<file path="src/rtl/ddr3_arb_pkg.sv">
// Purpose: shared types and widths for the two-master DDR3 EMIF arbiter.
// Latency: n/a (declarations only).
// Backpressure: n/a.
// Contents: FSM state encoding, read tag {owner, burst}, EMIF bus widths,
//           burstcount normalisation helper.
package ddr3_arb_pkg;

    localparam int ADDR_W  = 22;
    localparam int DATA_W  = 256;
    localparam int BE_W    = 32;
    localparam int BURST_W = 5;

    localparam logic [BURST_W-1:0] ONE_BEAT = 1;

    typedef enum logic [1:0] {
        ST_IDLE     = 2'd0,
        ST_GRANT    = 2'd1,
        ST_WR_BURST = 2'd2
    } arb_state_t;

    // One entry per outstanding read command: who issued it and how many
    // beats the EMIF will return for it.
    typedef struct packed {
        logic               owner;
        logic [BURST_W-1:0] burst;
    } rd_tag_t;

    // A burstcount of zero is treated as a single beat.
    function automatic logic [BURST_W-1:0] eff_burst(input logic [BURST_W-1:0] bc);
        return (bc == '0) ? ONE_BEAT : bc;
    endfunction

endpackage

</file>
<file path="src/rtl/ddr3_arb_tag_fifo.sv">
// Purpose: synchronous DEPTH-entry FIFO of read tags (owner + burst length).
// Latency: push visible at dout the cycle after the write; dout is the live head.
// Backpressure: push ignored when full unless a pop happens in the same cycle.
// Ports: clk/rst (async active-high), push/din, pop, dout (head), full, empty.
module ddr3_arb_tag_fifo
    import ddr3_arb_pkg::*;
#(
    parameter int DEPTH = 8
)
(
    input  logic    clk,
    input  logic    rst,
    input  logic    push,
    input  rd_tag_t din,
    input  logic    pop,
    output rd_tag_t dout,
    output logic    full,
    output logic    empty
);

    localparam int AW = $clog2(DEPTH);

    rd_tag_t       mem [DEPTH];
    logic [AW-1:0] wr_ptr;
    logic [AW-1:0] rd_ptr;
    logic [AW:0]   count;
    logic          do_push;
    logic          do_pop;

    assign empty   = (count == '0);
    // DEPTH is a power of two, so the count MSB alone flags full.
    assign full    = count[AW];
    assign do_pop  = pop & ~empty;
    assign do_push = push & (~full | do_pop);
    assign dout    = mem[rd_ptr];

    always_ff @(posedge clk) begin
        if (do_push) begin
            mem[wr_ptr] <= din;
        end
    end

    always_ff @(posedge clk or posedge rst) begin
        if (rst) begin
            wr_ptr <= '0;
            rd_ptr <= '0;
            count  <= '0;
        end else begin
            if (do_push) wr_ptr <= wr_ptr + 1'b1;
            if (do_pop)  rd_ptr <= rd_ptr + 1'b1;
            case ({do_push, do_pop})
                2'b10:   count <= count + 1'b1;
                2'b01:   count <= count - 1'b1;
                default: count <= count;
            endcase
        end
    end

endmodule

</file>
<file path="src/rtl/ddr3_emif_arbiter.sv">
// Purpose: arbitrates two Avalon-MM masters onto one DDR3 EMIF port, routes read data back by tag.
// Latency: command presented to EMIF one cycle after request; read data returned combinationally.
// Backpressure: granted master sees ~ddr3_emif_ready (plus tag-FIFO full for reads); others wait.
// Ports: m0_*/m1_* Avalon-MM slaves, ddr3_emif_* master side, err_orphan_rd sticky error.
// Config: define DDR3_ARB_FIXED_PRIO_EN for fixed m0 priority; default is round-robin.
module ddr3_emif_arbiter
    import ddr3_arb_pkg::*;
#(
    parameter int TAG_DEPTH = 8
)
(
    input  logic               ddr3_emif_clk,
    input  logic               ddr3_emif_rst,
    // requester 0
    input  logic               m0_read,
    input  logic               m0_write,
    input  logic [ADDR_W-1:0]  m0_addr,
    input  logic [BURST_W-1:0] m0_burstcount,
    input  logic [DATA_W-1:0]  m0_writedata,
    input  logic [BE_W-1:0]    m0_byteenable,
    output logic               m0_waitrequest,
    output logic [DATA_W-1:0]  m0_readdata,
    output logic               m0_readdatavalid,
    // requester 1
    input  logic               m1_read,
    input  logic               m1_write,
    input  logic [ADDR_W-1:0]  m1_addr,
    input  logic [BURST_W-1:0] m1_burstcount,
    input  logic [DATA_W-1:0]  m1_writedata,
    input  logic [BE_W-1:0]    m1_byteenable,
    output logic               m1_waitrequest,
    output logic [DATA_W-1:0]  m1_readdata,
    output logic               m1_readdatavalid,
    // EMIF
    input  logic               ddr3_emif_ready,
    input  logic [DATA_W-1:0]  ddr3_emif_read_data,
    input  logic               ddr3_emif_rddata_valid,
    output logic               ddr3_emif_read,
    output logic               ddr3_emif_write,
    output logic [ADDR_W-1:0]  ddr3_emif_addr,
    output logic [DATA_W-1:0]  ddr3_emif_write_data,
    output logic [BE_W-1:0]    ddr3_emif_byte_enable,
    output logic [BURST_W-1:0] ddr3_emif_burst_count,
    output logic               err_orphan_rd
);

    arb_state_t         state, state_nxt;
    logic               gnt, gnt_nxt;
    logic [BURST_W-1:0] wr_cnt, wr_cnt_nxt;
    logic [BURST_W-1:0] ret_cnt;
    logic               cmd_done;
    logic               wait_g;

    logic               req0, req1, win;
    logic               g_read, g_write;
    logic [ADDR_W-1:0]  g_addr;
    logic [BURST_W-1:0] g_bc_eff;
    logic [DATA_W-1:0]  g_wdata;
    logic [BE_W-1:0]    g_be;

    logic               tag_push, tag_pop, tag_full, tag_empty, head_last;
    rd_tag_t            tag_din, head;

    assign req0     = m0_read | m0_write;
    assign req1     = m1_read | m1_write;
    assign g_read   = gnt ? m1_read       : m0_read;
    assign g_write  = gnt ? m1_write      : m0_write;
    assign g_addr   = gnt ? m1_addr       : m0_addr;
    assign g_wdata  = gnt ? m1_writedata  : m0_writedata;
    assign g_be     = gnt ? m1_byteenable : m0_byteenable;
    assign g_bc_eff = eff_burst(gnt ? m1_burstcount : m0_burstcount);

`ifdef DDR3_ARB_FIXED_PRIO_EN
    // m0 wins whenever it is requesting.
    assign win = ~req0;
`else
    logic rr_ptr;

    // On contention the pointer picks the winner; it moves to the other
    // master after every command the EMIF accepts.
    assign win = (req0 & req1) ? rr_ptr : req1;

    always_ff @(posedge ddr3_emif_clk or posedge ddr3_emif_rst) begin
        if (ddr3_emif_rst)  rr_ptr <= 1'b0;
        else if (cmd_done)  rr_ptr <= ~gnt;
    end
`endif

    always_comb begin
        state_nxt             = state;
        gnt_nxt               = gnt;
        wr_cnt_nxt            = wr_cnt;
        cmd_done              = 1'b0;
        tag_push              = 1'b0;
        wait_g                = 1'b1;
        ddr3_emif_read        = 1'b0;
        ddr3_emif_write       = 1'b0;
        ddr3_emif_addr        = '0;
        ddr3_emif_write_data  = '0;
        ddr3_emif_byte_enable = '0;
        ddr3_emif_burst_count = '0;

        case (state)
            ST_IDLE: begin
                if (req0 | req1) begin
                    gnt_nxt   = win;
                    state_nxt = ST_GRANT;
                end
            end

            ST_GRANT: begin
                if (!(g_read | g_write)) begin
                    // Requester withdrew before acceptance.
                    state_nxt = ST_IDLE;
                end else if (g_read) begin
                    // Hold the read off the EMIF entirely while no tag slot is free,
                    // so every issued read is always tracked.
                    ddr3_emif_read        = ~tag_full;
                    ddr3_emif_addr        = g_addr;
                    ddr3_emif_burst_count = g_bc_eff;
                    wait_g                = tag_full | ~ddr3_emif_ready;
                    if (!tag_full && ddr3_emif_ready) begin
                        tag_push  = 1'b1;
                        cmd_done  = 1'b1;
                        state_nxt = ST_IDLE;
                    end
                end else begin
                    ddr3_emif_write       = 1'b1;
                    ddr3_emif_addr        = g_addr;
                    ddr3_emif_write_data  = g_wdata;
                    ddr3_emif_byte_enable = g_be;
                    ddr3_emif_burst_count = g_bc_eff;
                    wait_g                = ~ddr3_emif_ready;
                    if (ddr3_emif_ready) begin
                        cmd_done = 1'b1;
                        if (g_bc_eff == ONE_BEAT) begin
                            state_nxt = ST_IDLE;
                        end else begin
                            wr_cnt_nxt = g_bc_eff - 1'b1;
                            state_nxt  = ST_WR_BURST;
                        end
                    end
                end
            end

            ST_WR_BURST: begin
                // Only data beats continue; a read from the granted master waits.
                ddr3_emif_write       = g_write;
                ddr3_emif_write_data  = g_wdata;
                ddr3_emif_byte_enable = g_be;
                wait_g                = ~(g_write & ddr3_emif_ready);
                if (g_write && ddr3_emif_ready) begin
                    wr_cnt_nxt = wr_cnt - 1'b1;
                    if (wr_cnt == ONE_BEAT) state_nxt = ST_IDLE;
                end
            end

            default: state_nxt = ST_IDLE;
        endcase
    end

    assign m0_waitrequest = gnt  ? 1'b1 : wait_g;
    assign m1_waitrequest = !gnt ? 1'b1 : wait_g;

    always_ff @(posedge ddr3_emif_clk or posedge ddr3_emif_rst) begin
        if (ddr3_emif_rst) begin
            state  <= ST_IDLE;
            gnt    <= 1'b0;
            wr_cnt <= '0;
        end else begin
            state  <= state_nxt;
            gnt    <= gnt_nxt;
            wr_cnt <= wr_cnt_nxt;
        end
    end

    // ---------------- read return path ----------------
    assign tag_din = '{owner: gnt, burst: g_bc_eff};

    ddr3_arb_tag_fifo #(.DEPTH(TAG_DEPTH)) u_tag_fifo (
        .clk   (ddr3_emif_clk),
        .rst   (ddr3_emif_rst),
        .push  (tag_push),
        .din   (tag_din),
        .pop   (tag_pop),
        .dout  (head),
        .full  (tag_full),
        .empty (tag_empty)
    );

    assign head_last = (ret_cnt == head.burst - 1'b1);
    assign tag_pop   = ddr3_emif_rddata_valid & ~tag_empty & head_last;

    assign m0_readdata      = ddr3_emif_read_data;
    assign m1_readdata      = ddr3_emif_read_data;
    assign m0_readdatavalid = ddr3_emif_rddata_valid & ~tag_empty & ~head.owner;
    assign m1_readdatavalid = ddr3_emif_rddata_valid & ~tag_empty &  head.owner;

    always_ff @(posedge ddr3_emif_clk or posedge ddr3_emif_rst) begin
        if (ddr3_emif_rst) begin
            ret_cnt       <= '0;
            err_orphan_rd <= 1'b0;
        end else begin
            if (ddr3_emif_rddata_valid && !tag_empty) begin
                ret_cnt <= head_last ? '0 : ret_cnt + 1'b1;
            end
            if (ddr3_emif_rddata_valid && tag_empty) begin
                err_orphan_rd <= 1'b1;
            end
        end
    end

endmodule

</file>
<file path="config.mk">
export PLATFORM = sky130hd
export DESIGN_NAME = ddr3_emif_arbiter
export DESIGN_NICKNAME = d
export VERILOG_FILES = /design/src/rtl/ddr3_arb_pkg.sv /design/src/rtl/ddr3_arb_tag_fifo.sv /design/src/rtl/ddr3_emif_arbiter.sv
export SDC_FILE = /design/constraint.sdc
export NUM_CORES = 1
export LEC_CHECK = 0
export CAP_MARGIN = 20
export CORE_AREA = 5 5 667 669
export CTS_CLUSTER_SIZE = 16
export DETAILED_ROUTE_END_ITERATION = 6
export DIE_AREA = 0 0 672 674
export PLACE_DENSITY = 0.3
export SETUP_SLACK_MARGIN = 0.02
export SLEW_MARGIN = 15
export SYNTH_ARGS = -nofsm -noshare
export SYNTH_HDL_FRONTEND = slang
export SYNTH_SLANG_ARGS = --single-unit
</file>
<file path="constraint.sdc">
create_clock -name ddr3_emif_clk -period 3.5 [get_ports ddr3_emif_clk]
set_clock_uncertainty 0.2 [all_clocks]
set_input_delay 0.7 -clock ddr3_emif_clk [delete_from_list [all_inputs] [get_ports ddr3_emif_clk]]
set_output_delay 0.7 -clock ddr3_emif_clk [all_outputs]
set_load 0.01 [all_outputs]
</file>
======== After elaboration in Yosys (flattened, before gate mapping) ========
Memory sizes are Yosys's and may differ from the RTL's.
Index checks and enable logic that the tools add are counted.
W data, S select, Z words.
operators by class
  reduce and logical (&&, ||, !) cells .... 14
  equality and inequality tests ........... 16
  bitwise operators ....................... 20
  multiplexer cells ....................... 56
  add/subtract/negate cells ............... 8
operators by type and width
  operator               number
  $mux W256              3
  $pmux W256 S2          1
  $mux W32               3
  $mux W22               3
  $pmux W32 S2           1
  $mux W5                10
  $mux W1                22
  $mux W2                8
  $sub A5 B1 Y5 const B  3
  $ne A2 B2 Y1 const B   7
  $eq A5 B1 Y1 const B   2
  $pmux W5 S2            1
  $and A1 B1 Y1          8
  $ne A4 B4 Y1 const B   2
  $pmux W4 S2            1
  $add A3 B1 Y3 const B  2
  $not A1 Y1             6
  $or A1 B1 Y1           6
  $pmux W2 S3            1
  $reduce_and A6 Y1      1
  $add A5 B1 Y5 const B  1
  $eq A5 B5 Y1           1
  $logic_not A5 Y1       1
  $reduce_and A5 Y1      1
  11 further kinds       19
word-level totals
  register bits after elaboration ......... 25
  bits in writable memories ............... 48
  memories ................................ 1
  output and inout bits ................... 834
  word-level logic and storage cells ...... 124
memories
  name            depth  bits a word  rd ports  clocked after memory_dff  wr ports  line                     text
  u_tag_fifo.mem  8      6            1         0                         1         ddr3_arb_tag_fifo.sv:23  rd_tag_t mem [DEPTH];

======== Logic depth before layout (Yosys ltp) ========
Gate-level depths: netlist of the first run.
  depth after elaboration ................. 9
  mapped depth ............................ 16
  gate-level depth less buffers ........... 15

======== Cells and area by module ========
A second synthesis of the first run with hierarchy kept.
unflattened totals
  cell total of the unflattened synthesis .. 1513
  area total of the unflattened synthesis .. 13022.5 µm²
by module, submodules not included
  module             cells an instance  area each (µm²)  instances  sequential area each (µm²)
  ddr3_emif_arbiter  1378               10530.1          1          375.4
  ddr3_arb_tag_fifo  135                2492.4           1          1691.6

======== Worst setup path before layout of the first run ========
OpenSTA, ideal clock, no wires.
  kind .................................... register to register
  start point ............................. reg u_tag_fifo.rd_ptr[1]
  end point ............................... reg u_tag_fifo.count[3]
  data required time ...................... 3.174 ns
  buffers on the path ..................... 1
  clock period less this slack ............ 3.620 ns
  library setup time ...................... 0.126 ns
  data arrival time ....................... 3.294 ns
  cell stages (with the launch flop) ...... 17
  slack ................................... -0.120 ns
  cells stage by stage .................... dfrtp_1 -> buf_6 -> mux4_2 -> mux2i_4 -> ha_1 -> inv_1 -> nor3b_2 -> o221ai_2 -> a21oi_2 -> and3_4 -> ha_1 -> ha_1 -> a21o_1 -> a21oi_1 -> xnor2_1 -> nor2_1 -> xor2_1
between the ends
  word-level cells in the longest chain between the ends .. 9
  elaborated cells between the ends (all ways) .. 11
ends and longest elaborated chain
  element                                                   line                      text
  from (decl)                                               ddr3_arb_tag_fifo.sv:25   logic [AW-1:0] rd_ptr;
  from (signal assigned)                                    ddr3_arb_tag_fifo.sv:50   if (do_pop) rd_ptr <= rd_ptr + 1'b1;
  $mem_v2 Z8 W6 *                                           n/a
  $sub A5 B1 Y5 *                                           ddr3_emif_arbiter.sv:191  assign head_last = (ret_cnt == head.burst - 1'b1);
  $eq A5 B5 Y1 *                                            ddr3_emif_arbiter.sv:191
  $and A1 B1 Y1 *                                           ddr3_emif_arbiter.sv:192  assign tag_pop = ddr3_emif_rddata_valid & ~tag_empty & head_last;
  $and A1 B1 Y1 *                                           ddr3_arb_tag_fifo.sv:33   assign do_pop = pop & ~empty;
  net u_tag_fifo.do_pop                                     ddr3_arb_tag_fifo.sv:28   logic do_pop;
  $or A1 B1 Y1                                              ddr3_arb_tag_fifo.sv:34   assign do_push = push & (~full | do_pop);
  $and A1 B1 Y1                                             ddr3_arb_tag_fifo.sv:34
  $eq A2 B1 Y1 / $eq A2 B2 Y1 (equally long branches)       ddr3_arb_tag_fifo.sv:51   case ({do_push, do_pop})
  $pmux W4 S2 / $reduce_bool A2 Y1 (equally long branches)  n/a
  to (signal assigned)                                      ddr3_arb_tag_fifo.sv:52   2'b10: count <= count + 1'b1;
  to (signal assigned)                                      ddr3_arb_tag_fifo.sv:53   2'b01: count <= count - 1'b1;
  to (signal assigned)                                      ddr3_arb_tag_fifo.sv:54   default: count <= count;
  to (decl)                                                 ddr3_arb_tag_fifo.sv:26   logic [AW:0] count;
The timed path passes the listed nets; every way through them passes the cells marked *.
A chain may end at the register's enable or synchronous reset.

======== Final worst setup path of the first run ========
  start point ............................. in m0_read
  end point ............................... out ddr3_emif_byte_enable[18]
between the ends
  word-level cells in the longest chain between the ends .. 4
  elaborated cells between the ends (all ways) .. 5
ends and longest elaborated chain
  element                                          line                                                text
  from (decl)                                      ddr3_emif_arbiter.sv:15                             input logic m0_read,
  $mux W1 *                                        ddr3_emif_arbiter.sv:66                             assign g_read = gnt ? m1_read : m0_read;
  $mux W32 / $or A1 B1 Y1 (equally long branches)  ddr3_emif_arbiter.sv:115, ddr3_emif_arbiter.sv:112
  $mux W32 *                                       ddr3_emif_arbiter.sv:112                            if (!(g_read | g_write)) begin
  $pmux W32 S2 *                                   ddr3_emif_arbiter.sv:103                            case (state)
  to (decl)                                        ddr3_emif_arbiter.sv:42                             output logic [BE_W-1:0] ddr3_emif_byte_enable,
Mark *: on every way between the ends. The rest lies on a longest branch, timed or not.

==> reports/metrics.csv, run 1 <==
metric,value,unit
clock slew seen by the registers of the worst setup and hold paths,0.06,ns
clock latency on the worst-skew pair,0.34,ns
final setup vio count,51,
top cell family by delay on the critical path,buffers and inverters,
mean post-synth cell area,8.097,um2
number of global-route vias before repair,15230,
cells after synthesis,1496,
synth cell count leaders,"512 x buf_4, 332 x nor2_1, 321 x mux2i_1",
layout cell share with drive strength beyond 1,41.64,%
initial antenna violation count,357,
status,finished with violations,
Worst Setup End Kind,primary output,
routed wire length,355.9,mm
CTS max path bufs,2,
DP Wirelength,329.5,mm
core area,437500,um2
Pleak,0.01044,uW
drt via density,1.996,
Yosys cell types,50,
syn nets,2405,
Cell Pwr Density,569.5,nW/um2
clock sink total,73,
CP max FO,7,
Total GRT Usage,14.97,%
worst path buffer plus inverter count,8,
period utilization,104.2,%
number of flops mapped to enable cells by yosys,48,
global-route wire length before repair,390.0,mm
synthesized area,12110,um2
Fmax,274.3,MHz
crit path DAT,2.75,ns
Yosys top cell area share,31.73,%
Worst-Margin Slew,0.9107,ns
fin crit period,3.646,ns
synthesis-to-finish area growth,154.6,%
sequential share of the synthesized area,17.06,%
post-route ant nets,0,
crit-path most repeated cell,buf_12,
Die Y,674,um
sequential power share,7.6,%
hold_ws,0.2750,ns
"Slew Viols, Final",0,
Total Die Area,452900,um2
DRT Pass-1 Iters,5,
cts bufs inserted,9,
Startpoint Class,primary input,
CP required,2.60,ns
Clock power frac,6.1,%
HP Class,reg -> reg,
Post-synth ARST share,34.25,%
routed via count,15950,
worst path cell trace,"clkbuf_4, o32ai_4, and2_4, o21ai_4, buf_12, buf_12, buf_16, buf_8, buf_12, buf_16, nor2_4, buf_12",
port bufs,959,
unrepaired setup endpoints after global routing,true,
Synth Warn #,0,
CTS Root Cell,clkbuf_16,
"top cells by area, synth","buf_4 32%, mux2i_1 27%, edfxtp_1 12%",
Seq cells post-synth,73,
P_sw,8739,uW
slowest cell delay on critical path,0.32,ns
global route total overflow,0,
Relative slew margins,37.55,%
Avg WL per Cell,44.53,um
top-count cell post-synth,buf_4,
routability cong.,0.9287,
largest net degree at the start of global routing,45,
dpl ws,-1.288,ns
Final Hold Vio Count,0,
starting density of the core,2.769,%
Synth Flop Type,edfxtp_1,
failing checks,setup timing,
Total Nets Final,3046,
Placement Rows,243,
Logic pwr share,86.3,%
Max-cap violations,0,
top cell type by total area after synthesis,buf_4,
Critical-path top delay cell,o32ai_4,
TritonCTS clock tree,done,
kind of critical path,in -> out,
PnR worst setup slack,-0.1456,ns
DRC,0,
Max IR drop VDD,263.2,uV
CTS H-Tree Depth,3,
1st-iter DRT viols,1253,
Pint,8823,uW
Sw Share,49.76,%
die width,672,um
# IOs,1728,
per-layer routing:
| metal | track usage [%] | vias to the layer above | part of all wire, % |
|---|---|---|---|
| met5 | 1.715 | - | 0.63 |
| met4 | 1.215 | 232 | 2.0 |
| met3 | 19.10 | 674 | 26 |
| met2 | 22.44 | 2266 | 41 |
| met1 | 12.73 | 6896 | 30 |
| li1 | - | 5884 | - |
placed cells by master, fill, tap and decap left out, drive strengths merged, types with 16 or more instances in the layout:
cell           netlist  final
clkdlybuf4s50        0    634
buf                525    522
nor2               332    332
mux2i              324    324
diode                0     94
edfxtp              48     48
clkbuf              64     48
nand2               30     30
dfrtp               25     25
inv                 21     21
clkdlybuf4s15        0     16
worst register-to-register path, cell delays in order, from the launching register on:
cell and delay, ns:
dfrtp_2 0.47, mux4_2 0.57, mux2i_4 0.23, ha_4 0.18
inv_2 0.05, nor3b_2 0.18, o221ai_2 0.12, a21oi_2 0.17
and3_4 0.23, ha_4 0.15, ha_4 0.19, a21o_1 0.16
a21oi_2 0.13, xnor2_1 0.12, nor2_1 0.07, xor2_1 0.13
power groups by stage:
stage,Combinational [uW],Clock (uW),Sequential [uW]
3_5_place_dp,11600,0,1370
2_1_floorplan,4930,0,1270
4_1_cts,15000,1100,1340
5_1_grt,15900,1140,1360
3_3_place_gp,11500,0,1370
6_report,15200,1070,1340
area by class of cell:
class	instances	area [um2]
Antenna cell	94	235.2
Clock buffer	13	281.5
Clock inverter	3	68.82
Fill cell	51070	406700
Inverter	21	78.83
Multi-Input combinational cell	813	7828
Sequential cell	73	2073
Tap cell	5757	7203
Timing Repair Buffer	1219	13070
through the flow:
stage	cells	total power (uW)	TNS, ns	area (um2)	util, %
2_1_floorplan	1496	6205	0	12140	-
3_3_place_gp	7761	12880	-356.09	26230	5.995
3_5_place_dp	7773	12960	-366.10	26400	6.034
4_1_cts	7880	17460	-30.60	29940	6.843
5_1_grt	7916	18440	-12.40	30640	7.004
6_report	7993	17560	-3.413	30840	7.048
timing repair:
item | in CTS | in global routing
endpoints found under the setup margin | 329 | 304
buffers inserted | 59 | 31
hold buffers | 0 | 0
pin swaps | 118 | 48
gates resized for setup | 1019 | 327
gates cloned | 32 | 4
sequential cells by signal, summed over array words and instances, names as in the netlist:
signal / cells
u_tag_fifo.mem: 48
ret_cnt: 5
wr_cnt: 5
u_tag_fifo.count: 4
u_tag_fifo.rd_ptr: 3
u_tag_fifo.wr_ptr: 3
state: 2
err_orphan_rd: 1
gnt: 1
rr_ptr: 1
logic make-up after synthesis:
kind of cell             synth area share (%)
adder cells (fa/ha/maj)                 1.611
AO/OA/AOI/OAI                           2.417
XOR/XNOR                                1.012
flip-flops                              17.06
buffers and inverters                   34.92
AND/OR/NAND/NOR                         13.28
multiplexers                            29.69
final timing paths:
kind,start,end,slack [ns],cells past startpoint
hold / removal,err_orphan_rd,err_orphan_rd,0.27,1
min in group asynchronous,ddr3_emif_rst,gnt,0.61,2
max in group asynchronous,ddr3_emif_rst,wr_cnt[3],1.87,3
hold reg to reg,err_orphan_rd,err_orphan_rd,0.27,1
setup / recovery,m0_read,ddr3_emif_byte_enable[18],-0.15,12
setup reg to reg,u_tag_fifo.rd_ptr[1],u_tag_fifo.count[3],-0.02,15
(Power assumes the default switching activity.)
==> inputs of run 2 (changes only) <==
- ABC_AREA: not set -> 0
- CORE_AREA: 5 5 667 669 -> 5 5 670 672
- DIE_AREA: 0 0 672 674 -> 0 0 675 677
- DONT_BUFFER_PORTS: not set -> 1
==> reports/metrics.csv, run 2 (same netlist as run 1, synthesis figures left out) <==
metric,value,unit
cts bufs inserted,9,
Max-cap violations,0,
global route total overflow,0,
number of flip-flops under the largest register name,48,
drt via density,1.668,
Total GRT Usage,13.45,%
clock slew seen by the registers of the worst setup and hold paths,0.06,ns
number of global-route vias before repair,11070,
fin crit period,3.505,ns
FF-to-FF path depth,15,
"Power, Total",12150,uW
largest net degree at the start of global routing,61,
Placement Rows,245,
starting density of the core,2.735,%
Hold Buf Count CTS,0,
routability cong.,1.035,
# IOs,1728,
CTS H-Tree Depth,3,
Final Hold Vio Count,0,
PnR worst setup slack,-0.004716,ns
hold_ws,0.1097,ns
most frequent cells in the layout,"292 x nor2_1, 292 x mux2i_1, 221 x buf_4, 69 x buf_12, 48 x edfxtp_1",
Total Die Area,457000,um2
CP max FO,6,
clock sink total,73,
Max IR drop VDD,300.6,uV
CP required,3.51,ns
initial antenna violation count,318,
Die Y,677,um
crit path DAT,3.51,ns
DRT Pass-1 Iters,6,
core area,443000,um2
TritonCTS clock tree,done,
dpl ws,-0.2515,ns
biggest regs,"u_tag_fifo.mem (48), ret_cnt (5), wr_cnt (5)",
Reg2Reg Launch Point,u_tag_fifo.rd_ptr[1],
Worst-Margin Slew,0.6324,ns
Pleak,0.005898,uW
Cell Pwr Density,620.8,nW/um2
Fmax,285.3,MHz
Fill cells,52460,
failing checks,setup timing,
slowest cell delay on critical path,0.56,ns
r2r setup slk,-0.005,ns
die width,675,um
HP Class,in -> async,
final setup vio count,1,
fin area,19570,um2
Worst Setup End Kind,flip-flop,
period utilization,100.1,%
global-route wire length before repair,348.3,mm
Total Nets Final,2130,
most flop-heavy register,u_tag_fifo.mem,
port bufs,0,
Critical-path top delay cell,mux4_2,
DP Wirelength,307.1,mm
worst path cell trace,"mux4_2, mux2i_4, buf_6, buf_4, nand2_1, or3_4, nand3_4, and3_4, ha_4, ha_1, a21o_1, a21oi_2, xnor2_1, nor2_1, xor2_1",
"Slew Viols, Final",0,
Worst R2R End,u_tag_fifo.count[3],
Startpoint Class,flip-flop,
post-route ant nets,0,
routed via count,12060,
Relative slew margins,56.63,%
kind of critical path,reg -> reg,
Util after Layout,4.417,%
Area after DPL,18500,um2
Avg WL per Cell,44.49,um
CTS Root Cell,clkbuf_16,
unrepaired setup endpoints after global routing,true,
synthesis-to-finish area growth,61.52,%
1st-iter DRT viols,1013,
layout cell share with drive strength beyond 1,34.58,%
status,finished with violations,
routed wire length,321.8,mm
CTS max path bufs,2,
DRC,0,
clock latency on the worst-skew pair,0.35,ns
-- run 2: how the worst max path moves through the flow --
| stage | cells past startpoint | start | slack [ns] | end |
|---|---|---|---|---|
| global placement | 15 | u_tag_fifo.rd_ptr[1] | -0.31 | u_tag_fifo.count[3] |
| detailed placement | 15 | u_tag_fifo.rd_ptr[1] | -0.25 | u_tag_fifo.count[3] |
| CTS | 15 | u_tag_fifo.rd_ptr[1] | -0.05 | u_tag_fifo.count[3] |
| floorplan | 16 | u_tag_fifo.rd_ptr[1] | 0.03 | u_tag_fifo.count[3] |
| global route | 15 | u_tag_fifo.rd_ptr[1] | -0.15 | u_tag_fifo.count[3] |
| finish | 15 | u_tag_fifo.rd_ptr[1] | -0.005 | u_tag_fifo.count[3] |
-- run 2: final cells by class --
cell class / count / area, um2 / share of cell area [%]
sequential: 73 / 2074 / 10.60
multi-input combinational: 813 / 6167 / 31.52
clock inverter: 7 / 60.06 / 0.3070
inverter: 21 / 81.33 / 0.4157
clock buffer: 9 / 225.2 / 1.151
timing repair buffer: 303 / 3339 / 17.07
antenna: 80 / 200.2 / 1.023
tap: 5928 / 7417 / 37.91
-- run 2: metal layers --
layer	vias up	track usage, %	share of wire (%)
li1	4008	-	-
met1	5083	10.12	27
met2	2100	19.55	40
met3	628	19.97	30
met4	244	1.370	1.9
met5	-	1.484	0.71
-- run 2: repair_timing --
item                       in CTS  in global routing
setup buffers                  13                  5
pin swaps                       5                  8
cloned                          5                  0
setup endpoints to repair     126                 50
resized for setup              36                 28
-- run 2: critical path: cells and delay by family, from the launching register on --
family,cells,cell delay [ns]
DFF,1,0.47
xor gates and xnor gates,2,0.26
buffers and inverters,2,0.20
and+or+nand+nor,5,0.78
muxes,2,0.78
adders and majority gates,2,0.35
AOI/OAI and AO/OA,2,0.32
-- run 2: stage by stage --
stage / instances / setup TNS, ns
detailed placement: 7115 / -0.5334
floorplan: 1496 / 0
global route: 7173 / -0.2429
CTS: 7149 / -0.05042
finish: 7234 / -0.004716
global placement: 7115 / -0.5237
-- run 2: where the power goes --
part           switching, uW  internal (uW)  total, uW  leakage, uW
clock                    415            491        907     0.000131
sequential               197           1140       1340     0.000722
combinational           5970           3930       9900      0.00505
total                   6580           5570      12100      0.00590
==> inputs of run 3 (changes only) <==
--- a/config.mk
+++ b/config.mk
@@ -8,8 +8,8 @@
 export ABC_AREA = 0
 export CAP_MARGIN = 20
-export CORE_AREA = 5 5 670 672
+export CORE_AREA = 2 2 667 669
 export CTS_CLUSTER_SIZE = 16
 export DETAILED_ROUTE_END_ITERATION = 6
-export DIE_AREA = 0 0 675 677
+export DIE_AREA = 0 0 669 671
 export DONT_BUFFER_PORTS = 1
 export PLACE_DENSITY = 0.3
==> constraint.sdc (replaced) <==
create_clock -name ddr3_emif_clk -period 3.5 [get_ports ddr3_emif_clk]
set_clock_uncertainty 0.2 [all_clocks]
set_input_delay 1.05 -clock ddr3_emif_clk [delete_from_list [all_inputs] [get_ports ddr3_emif_clk]]
set_output_delay 1.05 -clock ddr3_emif_clk [all_outputs]
set_load 0.01 [all_outputs]
==> reports/metrics.csv, run 3 (same netlist as run 1, synthesis figures left out) <==
metric,value,unit
global route total overflow,0,
crit-path most repeated cell,buf_12,
Final Hold Vio Count,0,
Relative slew margins,48.16,%
Avg WL per Cell,41.45,um
CP required,2.25,ns
biggest regs,"u_tag_fifo.mem (48), ret_cnt (5), wr_cnt (5)",
Startpoint Class,primary input,
clock latency on the worst-skew pair,0.35,ns
final setup vio count,319,
TritonCTS clock tree,done,
initial antenna violation count,307,
period utilization,112.1,%
core area,441100,um2
Die Y,671,um
global-route wire length before repair,329.3,mm
most flop-heavy register,u_tag_fifo.mem,
largest net degree at the start of global routing,37,
Max-cap violations,0,
top cell family by delay on the critical path,buffers and inverters,
DRC,0,
synthesis-to-finish area growth,101.6,%
status,finished with violations,
number of global-route vias before repair,11570,
routed via count,12720,
routability cong.,1.123,
CTS Root Cell,clkbuf_16,
TNS Setup,-72.95,ns
Critical-path top delay cell,o32ai_4,
number of flip-flops under the largest register name,48,
Total GRT Usage,12.91,%
Hold Buf Count CTS,0,
die width,669,um
# IOs,1728,
Total Nets Final,2279,
"Slew Viols, Final",0,
crit path DAT,2.67,ns
worst path buffer plus inverter count,6,
cts bufs inserted,9,
Worst-Margin Slew,0.7560,ns
clock sink total,73,
DP Wirelength,283.9,mm
CP max FO,7,
Placement Rows,244,
"most common cell after layout, fill and taps aside",nor2_4,
failing checks,setup timing,
routed wire length,304.4,mm
Worst Setup End Kind,primary output,
kind of critical path,in -> out,
"Power, Total",16430,uW
1st-iter DRT viols,898,
port bufs,0,
CTS max path bufs,2,
slowest cell delay on critical path,0.24,ns
post-route ant nets,0,
Fmax,254.8,MHz
Pleak,0.007366,uW
drt via density,1.732,
Max IR drop VDD,367.6,uV
DRT Pass-1 Iters,5,
unrepaired setup endpoints after global routing,true,
Total Die Area,448900,um2
HP Class,reg -> reg,
clock slew seen by the registers of the worst setup and hold paths,0.06,ns
CTS H-Tree Depth,3,
worst path cell trace,"clkinvlp_4, o32ai_4, and2_4, o21ai_4, buf_12, buf_16, buf_16, nor2_4, buf_12, buf_12",
fin crit period,3.925,ns
layout cell share with drive strength beyond 1,61.45,%
starting density of the core,2.746,%
Cell Pwr Density,673.1,nW/um2
most frequent cells in the layout,"287 x nor2_4, 281 x mux2i_1, 196 x buf_4, 98 x buf_12, 91 x buf_6",
PnR worst setup slack,-0.4249,ns
[run 3: changes by cell type in the layout (fill, tap and decap cells not counted), moves of 18 or more]
cell    previous run  this run
nor2_4             4       287
nor2_1           292        34
buf_6              3        91
buf_12            69        98
buf_4            221       196
nor2_2            36        11
buf_8              2        25
buf_16             5        23
[run 3: final timing paths]
check	from	to	slack, ns	cells past startpoint
max in group asynchronous	ddr3_emif_rst	rr_ptr	1.98	2
hold / removal	wr_cnt[1]	wr_cnt[1]	0.32	2
hold reg to reg	wr_cnt[1]	wr_cnt[1]	0.32	2
setup / recovery	m0_write	ddr3_emif_write_data[12]	-0.42	10
setup reg to reg	u_tag_fifo.rd_ptr[1]	u_tag_fifo.count[3]	-0.04	15
min in group asynchronous	ddr3_emif_rst	err_orphan_rd	0.51	1
[run 3: per-stage QoR]
stage          instances  hold WS, ns  util [%]  worst slack, ns  instance area, um2
2_1_floorplan       1496       0.2653         -         -0.03305               13050
3_3_place_gp        7182       0.2992     4.545          -0.6992               20050
3_5_place_dp        7182       0.3143     4.549          -0.6789               20070
4_1_cts             7240       0.3289     5.027          -0.4276               22180
5_1_grt             7323       0.3493     5.524          -0.4425               24370
6_report            7342       0.3184     5.534          -0.4249               24410
[run 3: where the power goes]
group	leakage (uW)	internal (uW)	switching, uW	total, uW
logic	0.00647	6310	7690	14000
clock network	0.000171	704	408	1110
registers	0.000724	1140	177	1320
[run 3: final cells by class]
cell class	count	area, um2
Antenna cell	63	157.7
Clock buffer	9	225.2
Clock inverter	7	125.1
Fill cell	51910	416700
Inverter	21	82.58
Multi-Input combinational cell	813	8393
Sequential cell	73	2072
Tap cell	5904	7387
Timing Repair Buffer	452	5972
[run 3: tightest hold or removal path, stage by stage (launching register included)]
cell     delay [ns]
dfrtp_1        0.36
nand2_1        0.05
o21ai_0        0.07
[run 3: layer usage]
layer  track usage, %  up-vias  routed length (um)
li1                 -     4264                   -
met1            9.370     5495               77740
met2            19.99     1954              134200
met3            16.54      766               80290
met4            3.640      238                9823
met5            1.364        -                2303
[run 3: repair_timing]
item,in CTS,in global routing
gates resized for setup,212,379
setup endpoints to repair,323,329
cloned,16,16
buffers inserted,27,38
pin swaps,58,207
